File: config.mk
export PLATFORM = sky130hd
export DESIGN_NAME = piso_serializer
export DESIGN_NICKNAME = d
export VERILOG_FILES = /design/src/rtl/piso_serializer_pkg.sv /design/src/rtl/piso_serializer.sv
export SDC_FILE = /design/constraint.sdc
export NUM_CORES = 1
export LEC_CHECK = 0
export ABC_AREA = 1
export CELL_PAD_IN_SITES_DETAIL_PLACEMENT = 1
export CELL_PAD_IN_SITES_GLOBAL_PLACEMENT = 2
export CORE_ASPECT_RATIO = 1.4
export CORE_MARGIN = 3
export CORE_UTILIZATION = 22
export CTS_CLUSTER_SIZE = 14
export DETAILED_ROUTE_END_ITERATION = 10
export GPL_TIMING_DRIVEN = 0
export PLACE_DENSITY = 0.78
export RECOVER_POWER = 100
export SYNTH_ARGS = -nofsm -noshare
export SYNTH_HDL_FRONTEND = slang
export SYNTH_SLANG_ARGS = --single-unit
File: constraint.sdc
create_clock -name clk -period 1.1 [get_ports clk]
set_input_delay 0.275 -clock clk [delete_from_list [all_inputs] [get_ports clk]]
set_output_delay 0.275 -clock clk [all_outputs]
set_load 0.01 [all_outputs]
File: src/rtl/piso_serializer_pkg.sv
// Shared definitions for the parallel-in serial-out serializer.
//   state_e         : FSM state encoding (IDLE, SHIFT)
//   DEFAULT_N       : default word width in bits
//   cnt_width()     : width of the bit counter for an N-bit word
package piso_serializer_pkg;

  typedef enum logic {
    IDLE  = 1'b0,
    SHIFT = 1'b1
  } state_e;

  localparam int DEFAULT_N = 4;

  // Counter must hold 0..N-1; a one-bit counter is the floor.
  function automatic int cnt_width(input int n);
    return (n <= 2) ? 1 : $clog2(n);
  endfunction

endpackage

File: src/rtl/piso_serializer.sv
// Parallel-in serial-out transmitter, LSB first, one bit per enabled clock.
// Pairs with a right-shifting SIPO of the same width: after N shifts the
// receiver holds the transmitted word unchanged.
//
// Ports:
//   clk         clock, all state updates on posedge
//   rst         asynchronous active-high reset
//   din[N-1:0]  parallel word offered by the producer
//   load_valid  producer offers din this cycle
//   load_ready  serializer accepts din this cycle
//   shift_en    link enable; low stalls the current bit on so
//   so          serial data out
//   so_valid    so carries a valid bit
//   so_last     so carries bit N-1 of the current word
//
// Handshake: a word is accepted on a posedge where load_valid && load_ready.
// The producer holds din and load_valid until accepted; din is sampled only
// at the accepting edge. load_ready is the only output with a combinational
// input dependency (shift_en), which allows a new word to be taken on the
// same edge that consumes the last bit, giving gapless back-to-back words.
module piso_serializer
  import piso_serializer_pkg::*;
#(
  parameter int N = DEFAULT_N
) (
  input  logic         clk,
  input  logic         rst,
  input  logic [N-1:0] din,
  input  logic         load_valid,
  output logic         load_ready,
  input  logic         shift_en,
  output logic         so,
  output logic         so_valid,
  output logic         so_last
);

  localparam int CW = cnt_width(N);
  localparam logic [CW-1:0] LAST_CNT = CW'(N - 1);

  state_e        state_q, state_d;
  logic [N-1:0]  sreg_q, sreg_d;
  logic [CW-1:0] cnt_q, cnt_d;

  logic on_last;
  logic accept;

  assign on_last    = (state_q == SHIFT) && (cnt_q == LAST_CNT);
  assign load_ready = (state_q == IDLE) || (on_last && shift_en);
  assign accept     = load_valid && load_ready;

  assign so       = sreg_q[0];
  assign so_valid = (state_q == SHIFT);
  assign so_last  = on_last;

  always_comb begin
    state_d = state_q;
    sreg_d  = sreg_q;
    cnt_d   = cnt_q;
    case (state_q)
      IDLE: begin
        if (accept) begin
          sreg_d  = din;
          cnt_d   = '0;
          state_d = SHIFT;
        end
      end
      SHIFT: begin
        if (shift_en) begin
          if (cnt_q == LAST_CNT) begin
            if (accept) begin
              sreg_d = din;
              cnt_d  = '0;
            end else begin
              // Clearing sreg keeps so at 0 while idle.
              sreg_d  = '0;
              cnt_d   = '0;
              state_d = IDLE;
            end
          end else begin
            sreg_d = sreg_q >> 1;
            cnt_d  = cnt_q + CW'(1);
          end
        end
      end
      default: begin
        state_d = IDLE;
        sreg_d  = '0;
        cnt_d   = '0;
      end
    endcase
  end

  always_ff @(posedge clk or posedge rst) begin
    if (rst) begin
      state_q <= IDLE;
      sreg_q  <= '0;
      cnt_q   <= '0;
    end else begin
      state_q <= state_d;
      sreg_q  <= sreg_d;
      cnt_q   <= cnt_d;
    end
  end

endmodule
# [Word-level counts from Yosys, hierarchy flattened]
# Index checks and enable logic that the tools add are counted.
[totals] output_inout_bits=4 ff_bits=7 input_bits=8 wordCells=26
[op_classes] n_bitwise=1 n_eq_ne=3 n_reduce_logical=5 add_sub_neg=1 n_mux=13
[ops] op="$mux W4" count=4
[ops] op="$pmux W4 S2" count=1
[ops] op="$mux W2" count=3
[ops] op="$ne A2 B2 Y1 const B" count=2
[ops] op="$pmux W2 S2" count=1
[ops] op="$logic_and A1 B1 Y1" count=3
[ops] op="$mux W1" count=3
[ops] op="$add A2 B1 Y2 const B" count=1
[ops] op="$eq A2 B2 Y1 const B" count=1
[ops] op="$pmux W1 S2" count=1
[ops] op="$reduce_and A2 Y1" count=1
[ops] op="$logic_or A1 B1 Y1" count=1
[ops] op="$not A1 Y1" count=1

# [Depth between registers and ports, before layout]
# Gate-level depths: netlist (run 1).
[depth] ltp_word=9 depth_mapped=6 ltp_nobuf=6

# [Least setup slack after synthesis (run 1)]
# Ideal clock, no wire load.
[synth_path] path_type="register to register" from="reg cnt_q[0]" to="reg sreg_q[0]" path_buffers=0 path_stages_with_launch=7 period_less_slack_ns=1.035 slack_ns=0.065 t_arrival_ns=0.962 setup_ns=0.073 t_required_ns=1.027 path_cell_list="dfrtp_1 -> ha_1 -> inv_1 -> nand2_4 -> nor2_1 -> nor2_2 -> a21oi_2"
[synth_between] elab_chain_cells=9 elab_cells_between_ends=11 classes_between="eq/ne (2); mux (4); reduce/logical (5)"
[synth_rtl] item="start: declaration" line="piso_serializer.sv:42" text="logic [CW-1:0] cnt_q, cnt_d;"
[synth_rtl] item="start signal: assignment" line="piso_serializer.sv:101" text="cnt_q <= cnt_d;"
[synth_rtl] item="$eq A2 B2 Y1 (*)" line="piso_serializer.sv:47, piso_serializer.sv:69"
[synth_rtl] item="$logic_and A1 B1 Y1" line="piso_serializer.sv:47" text="assign on_last = (state_q == SHIFT) && (cnt_q == LAST_CNT);"
[synth_rtl] item="$logic_and A1 B1 Y1" line="piso_serializer.sv:48" text="assign load_ready = (state_q == IDLE) || (on_last && shift_en);"
[synth_rtl] item="$logic_or A1 B1 Y1" line="piso_serializer.sv:48"
[synth_rtl] item="$logic_and A1 B1 Y1" line="piso_serializer.sv:49" text="assign accept = load_valid && load_ready;"
[synth_rtl] item="$mux W4" line="piso_serializer.sv:70" text="if (accept) begin"
[synth_rtl] item="$mux W4" line="piso_serializer.sv:69" text="if (cnt_q == LAST_CNT) begin"
[synth_rtl] item="$mux W4" line="piso_serializer.sv:68" text="if (shift_en) begin"
[synth_rtl] item="$pmux W4 S2" line="piso_serializer.sv:59" text="case (state_q)"
[synth_rtl] item="end signal: assignment" line="piso_serializer.sv:100" text="sreg_q <= sreg_d;"
[synth_rtl] item="end: declaration" line="piso_serializer.sv:41" text="logic [N-1:0] sreg_q, sreg_d;"
# Mark *: on every way between the ends. The rest lies on a longest branch, timed or not. The select of a mux whose other input is x is not followed.
# A chain may end at the register's enable or synchronous reset.

# [Worst setup path in the final report (run 1)]
[layout_path] from="reg cnt_q[0]" to="out load_ready"
[layout_between] elab_chain_cells=4
[layout_rtl] item="$eq A2 B2 Y1" line="piso_serializer.sv:47"
[layout_rtl] item="$logic_and A1 B1 Y1" line="piso_serializer.sv:47"
[layout_rtl] item="$logic_and A1 B1 Y1" line="piso_serializer.sv:48"
[layout_rtl] item="$logic_or A1 B1 Y1" line="piso_serializer.sv:48"
[layout_rtl] item="end: declaration" line="piso_serializer.sv:30" text="output logic load_ready,"
# No other way between the ends.

==> summary.txt, run 1 <==
Die
  – Num ports: 12
  – Total die area: 2470 µm²
  – Placeable core region: 1780 µm²
  – Starting density of the core: 23.5%
  – Die height: 57.6 µm
  – FP Rows: 18
  – Die width: 42.8 µm

Final layout
  – Layout Area Growth over Synthesis: 62.6%
  – End-of-flow core utilization: 38.2%
  – Share of post-route cells with drive strength above 1: 50.0%
  – Combined area of the multi-input logic cells: 278 µm²
  – Register area: 175 µm²
  – Fillers: 213
  – Net count, final: 80
  – Count of inserted antenna diode cells: 0

Setup path
  – Critical Path End Type: output port
  – Required time at the worst-slack endpoint: 820 ps
  – Kind of critical path: reg -> out
  – CP max-delay cell: sky130_fd_sc_hd__dfrtp_1
  – Reg-to-reg critical path startpoint: cnt_q[0]$_DFFE_PP0P_
  – Critical Path Most Common Cell: sky130_fd_sc_hd__nand2_2
  – Signal arrival time at the worst endpoint: 1060 ps
  – Critical path startpoint: cnt_q[0]$_DFFE_PP0P_
  – Worst Path Max Fanout: 3
  – Biggest cell delay along the critical path: 410 ps
  – Startpoint type of the worst setup path: flip-flop
  – Cells along the critical path: ha_4 -> nand2_2 -> nand2_2 -> buf_6

Global routing
  – Global router's overall resource usage: 9.69%
  – Largest net degree at the start of global routing: 10
  – Number of antenna violations at the first check in global routing: 0
  – Via count of the first global-routing pass: 422
  – First-pass GRT wire length: 1.84 mm
  – Residual overflow from global routing: 0

Synth
  – Top post-synthesis cells by area: sky130_fd_sc_hd__dfrtp_1 (42%), sky130_fd_sc_hd__inv_1 (7.2%), sky130_fd_sc_hd__nand2_1 (7.2%)
  – Number of enable flip-flop cells after synthesis: 0
  – Predominant post-synthesis flop cell: sky130_fd_sc_hd__dfrtp_1
  – Sequential share of the synthesized area: 41.9%
  – Count of unique library cells instantiated by Yosys: 15
  – Total of warnings raised by yosys: 0
  – Mean instance size in the synthesized netlist: 8.19 µm²
  – Post-synthesis instance total: 51
  – Top post-synthesis cells by count: sky130_fd_sc_hd__inv_1 (8), sky130_fd_sc_hd__nand2_1 (8), sky130_fd_sc_hd__dfrtp_1 (7)
  – Post-synth design cell area: 418 µm²
  – Flip-flop and latch count after synthesis: 7
  – Net Count, Synth: 60
  – Fraction of registers with async set or reset after synthesis: 100%
  – Yosys top cell area share: 41.9%
  – Cell accounting for the most synthesized area: sky130_fd_sc_hd__dfrtp_1

Min path
  – Worst min path class: in -> async

CTS
  – Source-to-sink clock delay at the later pin of the worst-skew pair: 240 ps
  – CTS tree: yes
  – Clock edge transition at the registers on the reported setup and hold paths: 50 ps
  – Buffer levels on the longest clock path: 2
  – CTS Root Buffer Type: sky130_fd_sc_hd__clkbuf_4
  – Sinks on the clock net: 7
  – Number of levels the H-tree was split into: 1
  – Clock buffer count from CTS: 3

Placed design
  – Total of buffers placed on input and output ports: 11
  – Placer congestion estimate: 0.686
  – Post-DP HPWL: 715 µm
  – Dpl ws: -741 ps

Detailed routing
  – Antenna Nets Post-Route: 0
  – Routed metal-1 wire length: 413 µm
  – Length of the first detailed-routing pass in iterations: 2
  – Highest routed layer: met4
  – Via density: 4.29
  – Drt initial violations: 1
  – Routed wl met3: 40 µm
  – Average wire per cell in the routed design: 11.4 µm
  – Drt total wl: 1.02 mm
  – Total vias in the final route: 386
  – Total length of routed met2 wires: 555 µm
  – Remaining design rule violation count: 0

Job
  – Reported max-cap violation count: 0

STA
  – Worst Setup Slack, final: -238 ps
  – Max Freq: 748 MHz
  – Max-slew headroom at the worst pin: 81.8%
  – Unrepaired setup endpoints after global routing: yes
  – Minimum period implied by the final worst setup slack: 1340 ps
  – Transition time of the tightest slew-check pin: 273 ps
  – Final hold viol count: 0
  – Max Clock Skew: 1.04 ps
  – Final Cycle Share: 122%
  – Number of setup violations in the final report: 7
  – Number of slew-limit violations in the final report: 0

Run status
  – Result of the run: finished, violations left
  – Violations in the final reports: negative setup slack

Power and ir drop
  – Worst voltage drop across the vdd grid: 0.677 mV
  – Reported leakage power: 0.307 nW
  – Power Dens Cells: 2180 nW/µm²
[path summary, 6_finish.rpt]
kind / to / slack, ps / cells after the start
max: load_ready / -240 / 4
min: sreg_q[3]$_DFFE_PP0P_ / 400 / 2
max reg2reg: sreg_q[0]$_DFFE_PP0P_ / -90 / 7
min reg2reg: sreg_q[1]$_DFFE_PP0P_ / 520 / 2
max in group asynchronous: so_valid$_DFF_PP0_ / 490 / 2
min in group clk: cnt_q[1]$_DFFE_PP0P_ / 510 / 3
[per-stage QoR]
| stage | instance area (µm²) | power, W | hold slack [ps] | setup TNS, ps | cells |
|---|---|---|---|---|---|
| after floorplan | 418 | 0.000786 | 78.4 | 0 | 51 |
| after global placement | 553 | 0.000977 | 458 | -2530 | 82 |
| after detailed placement | 553 | 0.000989 | 476 | -2700 | 82 |
| after CTS | 633 | 0.00139 | 278 | -764 | 89 |
| after global routing | 679 | 0.00161 | 441 | -1130 | 90 |
| final | 679 | 0.00148 | 402 | -799 | 90 |
[repair_timing]
| item | in CTS | in global routing |
|---|---|---|
| pin swaps | 5 | 1 |
| setup endpoints to repair | 9 | 7 |
| setup buffers | 4 | 1 |
| hold buffers | 0 | 0 |
| gates cloned | 0 | 0 |
| hold endpoints to repair | 0 | 0 |
| resized for setup | 30 | 9 |
[per-layer routing]
metal | up-vias | GRT usage [%]
met5 | - | 0
met4 | 0 | 5.33
met3 | 2 | 1.26
met2 | 8 | 15.5
met1 | 182 | 12.4
li1 | 194 | -
[power by group]
group	leakage (nW)	internal [W]	switching [W]
registers	0.0833	0.000357	0.0000675
logic	0.208	0.000390	0.000439
clock network	0.0150	0.000138	0.0000916
total	0.307	0.000886	0.000598
[kinds of logic after synthesis]
kind of cell	synth area share, %
adder cells (fa/ha/maj)	2.99
AND/OR/NAND/NOR	32.9
flip-flops	41.9
AO/OA/AOI/OAI	11.4
buffers and inverters	10.8
[placed cells by master (no fill, tap or decap), types with 3 or more instances in the layout]
cell                              instances
sky130_fd_sc_hd__nand2_1                  8
sky130_fd_sc_hd__inv_1                    7
sky130_fd_sc_hd__dfrtp_1                  7
sky130_fd_sc_hd__clkdlybuf4s50_1          5
sky130_fd_sc_hd__buf_6                    3
sky130_fd_sc_hd__nand2_2                  3
sky130_fd_sc_hd__nand3_2                  3
sky130_fd_sc_hd__nor2_4                   3
sky130_fd_sc_hd__nor2_2                   3
sky130_fd_sc_hd__nor2_1                   3
sky130_fd_sc_hd__a21oi_2                  3
sky130_fd_sc_hd__clkbuf_4                 3
sky130_fd_sc_hd__buf_4                    3
[worst max-delay path: cells and delay by family, from the launching register on]
kind | cells | cell delay (ps)
DFF | 1 | 410
adders and majority gates | 1 | 180
buffers and inverters | 1 | 120
and+or+nand+nor | 2 | 110
[layout make-up]
cell class	count	share of cell area (%)
well taps	20	3.68
repair buffers	15	18.8
multi-input cells	34	40.9
plain buffers	1	1.66
inverters	9	5.34
flip-flops and latches	7	25.8
clock buffers	4	3.87
[registers in the layout (all words and copies together), names as in the netlist]
signal    cells
so_valid      1
sreg_q        4
cnt_q         2
Power figures use the tool's default switching activity.
==> inputs of run 2 (changes only) <==
Settings changed: CORE_ASPECT_RATIO 1.4 to unset, CORE_UTILIZATION 22 to 24, PLACE_DENSITY 0.78 to 0.8.
Clock period 1.1 ns to 1.4 ns, I/O delays scaled along.
==> run 2 against run 1 <==
  * The run still ends with negative setup slack left
  * Global-route usage increased by 1.5 points
  * Register-to-register slack improved by 160 ps
  * Worst hold slack improved by 80 ps
  * Critical path depth unchanged
  * Cell count decreased by 3.3%
  * Non-clock buffer count increased by 1
  * Die area decreased by 7.6%
  * Setup slack improved by 200 ps
  * Sequential share of layout area increased by 3.0 points
  * Critical path type unchanged
  * Largest cell class unchanged
==> summary.txt, run 2 (synthesis gave the netlist of run 1 again) <==
Final layout
  – Commonest cells after routing, fill and taps aside: sky130_fd_sc_hd__inv_1 (8), sky130_fd_sc_hd__nand2_1 (7), sky130_fd_sc_hd__dfrtp_1 (7)
  – Leading cell type in the layout, fill and taps excluded: sky130_fd_sc_hd__inv_1
  – Max FFs per register: 4 (unchanged)
  – Count of inserted antenna diode cells: 0 (unchanged)
  – Number of standard cells in the layout, taps in and fillers out: 87 (-3.3%)
  – Layout Area Growth over Synthesis: 45.8%
  – Design area: 609 µm² (-10%)
  – End-of-flow core utilization: 38.7% (+0.47 points)
  – Net count, final: 81 (+1.3%)
  – Share of post-route cells with drive strength above 1: 36.6% (-13 points)
  – Largest register by flop count: sreg_q

Setup path
  – Biggest cell delay along the critical path: 390 ps (-20 ps)
  – Startpoint type of the worst setup path: flip-flop
  – Buffering stage count on the worst path with inverters included: 1 (unchanged)
  – CP max-delay cell: sky130_fd_sc_hd__dfrtp_1
  – Required time at the worst-slack endpoint: 1050 ps (+230 ps)
  – Critical Path End Type: output port
  – R2R Setup Slk: 70 ps (+160 ps)
  – Cells along the critical path: ha_2 -> nand2_2 -> nand2_2 -> buf_6
  – Worst Path Max Fanout: 3 (unchanged)
  – Kind of critical path: reg -> out
  – Critical Path Most Common Cell: sky130_fd_sc_hd__nand2_2
  – Signal arrival time at the worst endpoint: 1090 ps (+30 ps)
  – Cell class contributing the biggest share of worst-path delay: flip-flops

Power and ir drop
  – Share of power burned in combinational logic: 50.5% (-5.4 points)
  – Sw power: 0.000376 W (-37%)
  – Clock power share: 17.7% (+2.2 points)
  – Cell-internal power: 0.000646 W (-27%)
  – Sequential share of power: 31.8% (+3.2 points)
  – Power Dens Cells: 1680 nW/µm² (-23%)
  – Worst voltage drop across the vdd grid: 0.518 mV (-23%)
  – Reported leakage power: 0.305 nW (-0.50%)
  – Switching share of power: 36.8% (-3.5 points)

Placed design
  – Post-DP HPWL: 749 µm (+4.8%)
  – Post-Place Cell Area: 548 µm² (-0.90%)
  – Total of buffers placed on input and output ports: 11 (unchanged)
  – Placed instance count: 78 (-4.9%)
  – Placer congestion estimate: 0.680 (-0.85%)

STA
  – Max Clock Skew: 1.58 ps (+0.541 ps)
  – Final Cycle Share: 103%
  – Transition time of the tightest slew-check pin: 288 ps (+14.7 ps)
  – Final hold slack: 482 ps (+80.1 ps)
  – Max-slew headroom at the worst pin: 80.8% (-0.98 points)
  – Unrepaired setup endpoints after global routing: yes
  – Number of slew-limit violations in the final report: 0 (unchanged)
  – Minimum period implied by the final worst setup slack: 1440 ps
  – Max Freq: 697 MHz
  – Worst Setup Slack, final: -35.4 ps (+202 ps)
  – Number of setup violations in the final report: 2 (-5)
  – Final hold viol count: 0 (unchanged)

Die
  – FP Rows: 14 (-4)
  – Die height: 47.7 µm (-17%)
  – Placeable core region: 1580 µm² (-11%)
  – Num ports: 12 (unchanged)
  – Starting density of the core: 26.5% (+3.0 points)
  – Total die area: 2280 µm² (-7.6%)
  – Die width: 47.7 µm (+11%)

Detailed routing
  – Drt total wl: 1.00 mm (-2.2%)
  – Length of the first detailed-routing pass in iterations: 2 (unchanged)
  – Antenna Nets Post-Route: 0 (unchanged)
  – Drt initial violations: 2 (+1)
  – Average wire per cell in the routed design: 11.5 µm (+1.1%)
  – Remaining design rule violation count: 0 (unchanged)
  – Via density: 4.41 (+2.9%)
  – Total vias in the final route: 384 (-0.52%)

Run status
  – Result of the run: finished, violations left
  – Violations in the final reports: negative setup slack

Global routing
  – Via count of the first global-routing pass: 377 (-11%)
  – First-pass GRT wire length: 1.63 mm (-11%)
  – Largest net degree at the start of global routing: 10 (unchanged)
  – Global router's overall resource usage: 11.2% (+1.5 points)
  – Residual overflow from global routing: 0 (unchanged)
  – Number of antenna violations at the first check in global routing: 0 (unchanged)

CTS
  – Clock edge transition at the registers on the reported setup and hold paths: 50 ps (about the same)
  – CTS tree: yes
  – Number of levels the H-tree was split into: 1 (unchanged)
  – Clock buffer count from CTS: 3 (unchanged)
  – Source-to-sink clock delay at the later pin of the worst-skew pair: 250 ps (about the same)
  – Hold-fix buffer count after cts: 0 (unchanged)
  – Sinks on the clock net: 7 (unchanged)
  – CTS Root Buffer Type: sky130_fd_sc_hd__clkbuf_4
  – Buffer levels on the longest clock path: 2 (unchanged)

Job
  – Reported max-cap violation count: 0 (unchanged)

Min path
  – Worst min path class: in -> async
## run 2: cell count changes in the layout (fill, tap and decap cells not counted), sizes merged
cell         previous run  this run
clkbuf                  5         4
dlygate4sd2             1         3
## run 2: final cells by class
cell class                      instances  area, µm²
Clock buffer                            4       26.3
Buffer                                  1       11.3
Sequential cell                         7        175
Inverter                                9       33.8
Timing Repair Buffer                   16        140
Fill cell                             207        967
Tap cell                               16       20.0
Multi-Input combinational cell         34        203
## run 2: final timing paths
path,from,end,depth (start not counted)
worst max-delay path,cnt_q[1]$_DFFE_PP0P_,load_ready,4
worst min-delay path,rst,so_valid$_DFF_PP0_,2
worst max register to register,cnt_q[1]$_DFFE_PP0P_,sreg_q[2]$_DFFE_PP0P_,8
worst min register to register,sreg_q[0]$_DFFE_PP0P_,sreg_q[0]$_DFFE_PP0P_,2
max in group asynchronous,rst,sreg_q[1]$_DFFE_PP0P_,2
min in group clk,sreg_q[0]$_DFFE_PP0P_,sreg_q[0]$_DFFE_PP0P_,2
## run 2: metal layers
layer / track usage [%] / routed length, µm / vias to the layer above / share of wire [%]
met1: 12.4 / 474 / 175 / 47
met2: 17.9 / 452 / 11 / 45
met5: 0 / 0 / - / 0
li1: - / - / 196 / -
met4: 6.45 / 24 / 0 / 2.4
met3: 4.51 / 49 / 2 / 4.9
## run 2: timing repair
action | 4_1_cts | 5_1_grt
resized for setup | 14 | 0
cloned | 0 | 0
pin swaps | 4 | 1
endpoints found under the setup margin | 4 | 2
buffers inserted | 3 | 2
## run 2: power by group through the flow
stage,Clock (W),Combinational (W),Sequential (W)
final,0.000181,0.000516,0.000325
after global routing,0.000206,0.000581,0.000334
after CTS,0.000190,0.000491,0.000326
after detailed placement,0,0.000453,0.000332
after global placement,0,0.000446,0.000325
after floorplan,0,0.000289,0.000329
## run 2: through the flow
stage                     setup TNS [ps]  power (W)  worst slack [ps]
after CTS                          -83.5    0.00101             -56.7
after detailed placement            -836   0.000785              -600
after global routing                -160    0.00112             -80.1
after global placement              -788   0.000771              -592
final                              -51.6    0.00102             -35.4
after floorplan                        0   0.000618               296
==> inputs of run 3 (changes only) <==
Settings changed: CAP_MARGIN set to 20.
==> results of run 3 <==
No change in the layout: final DEF, timing and power equal those of run 2.
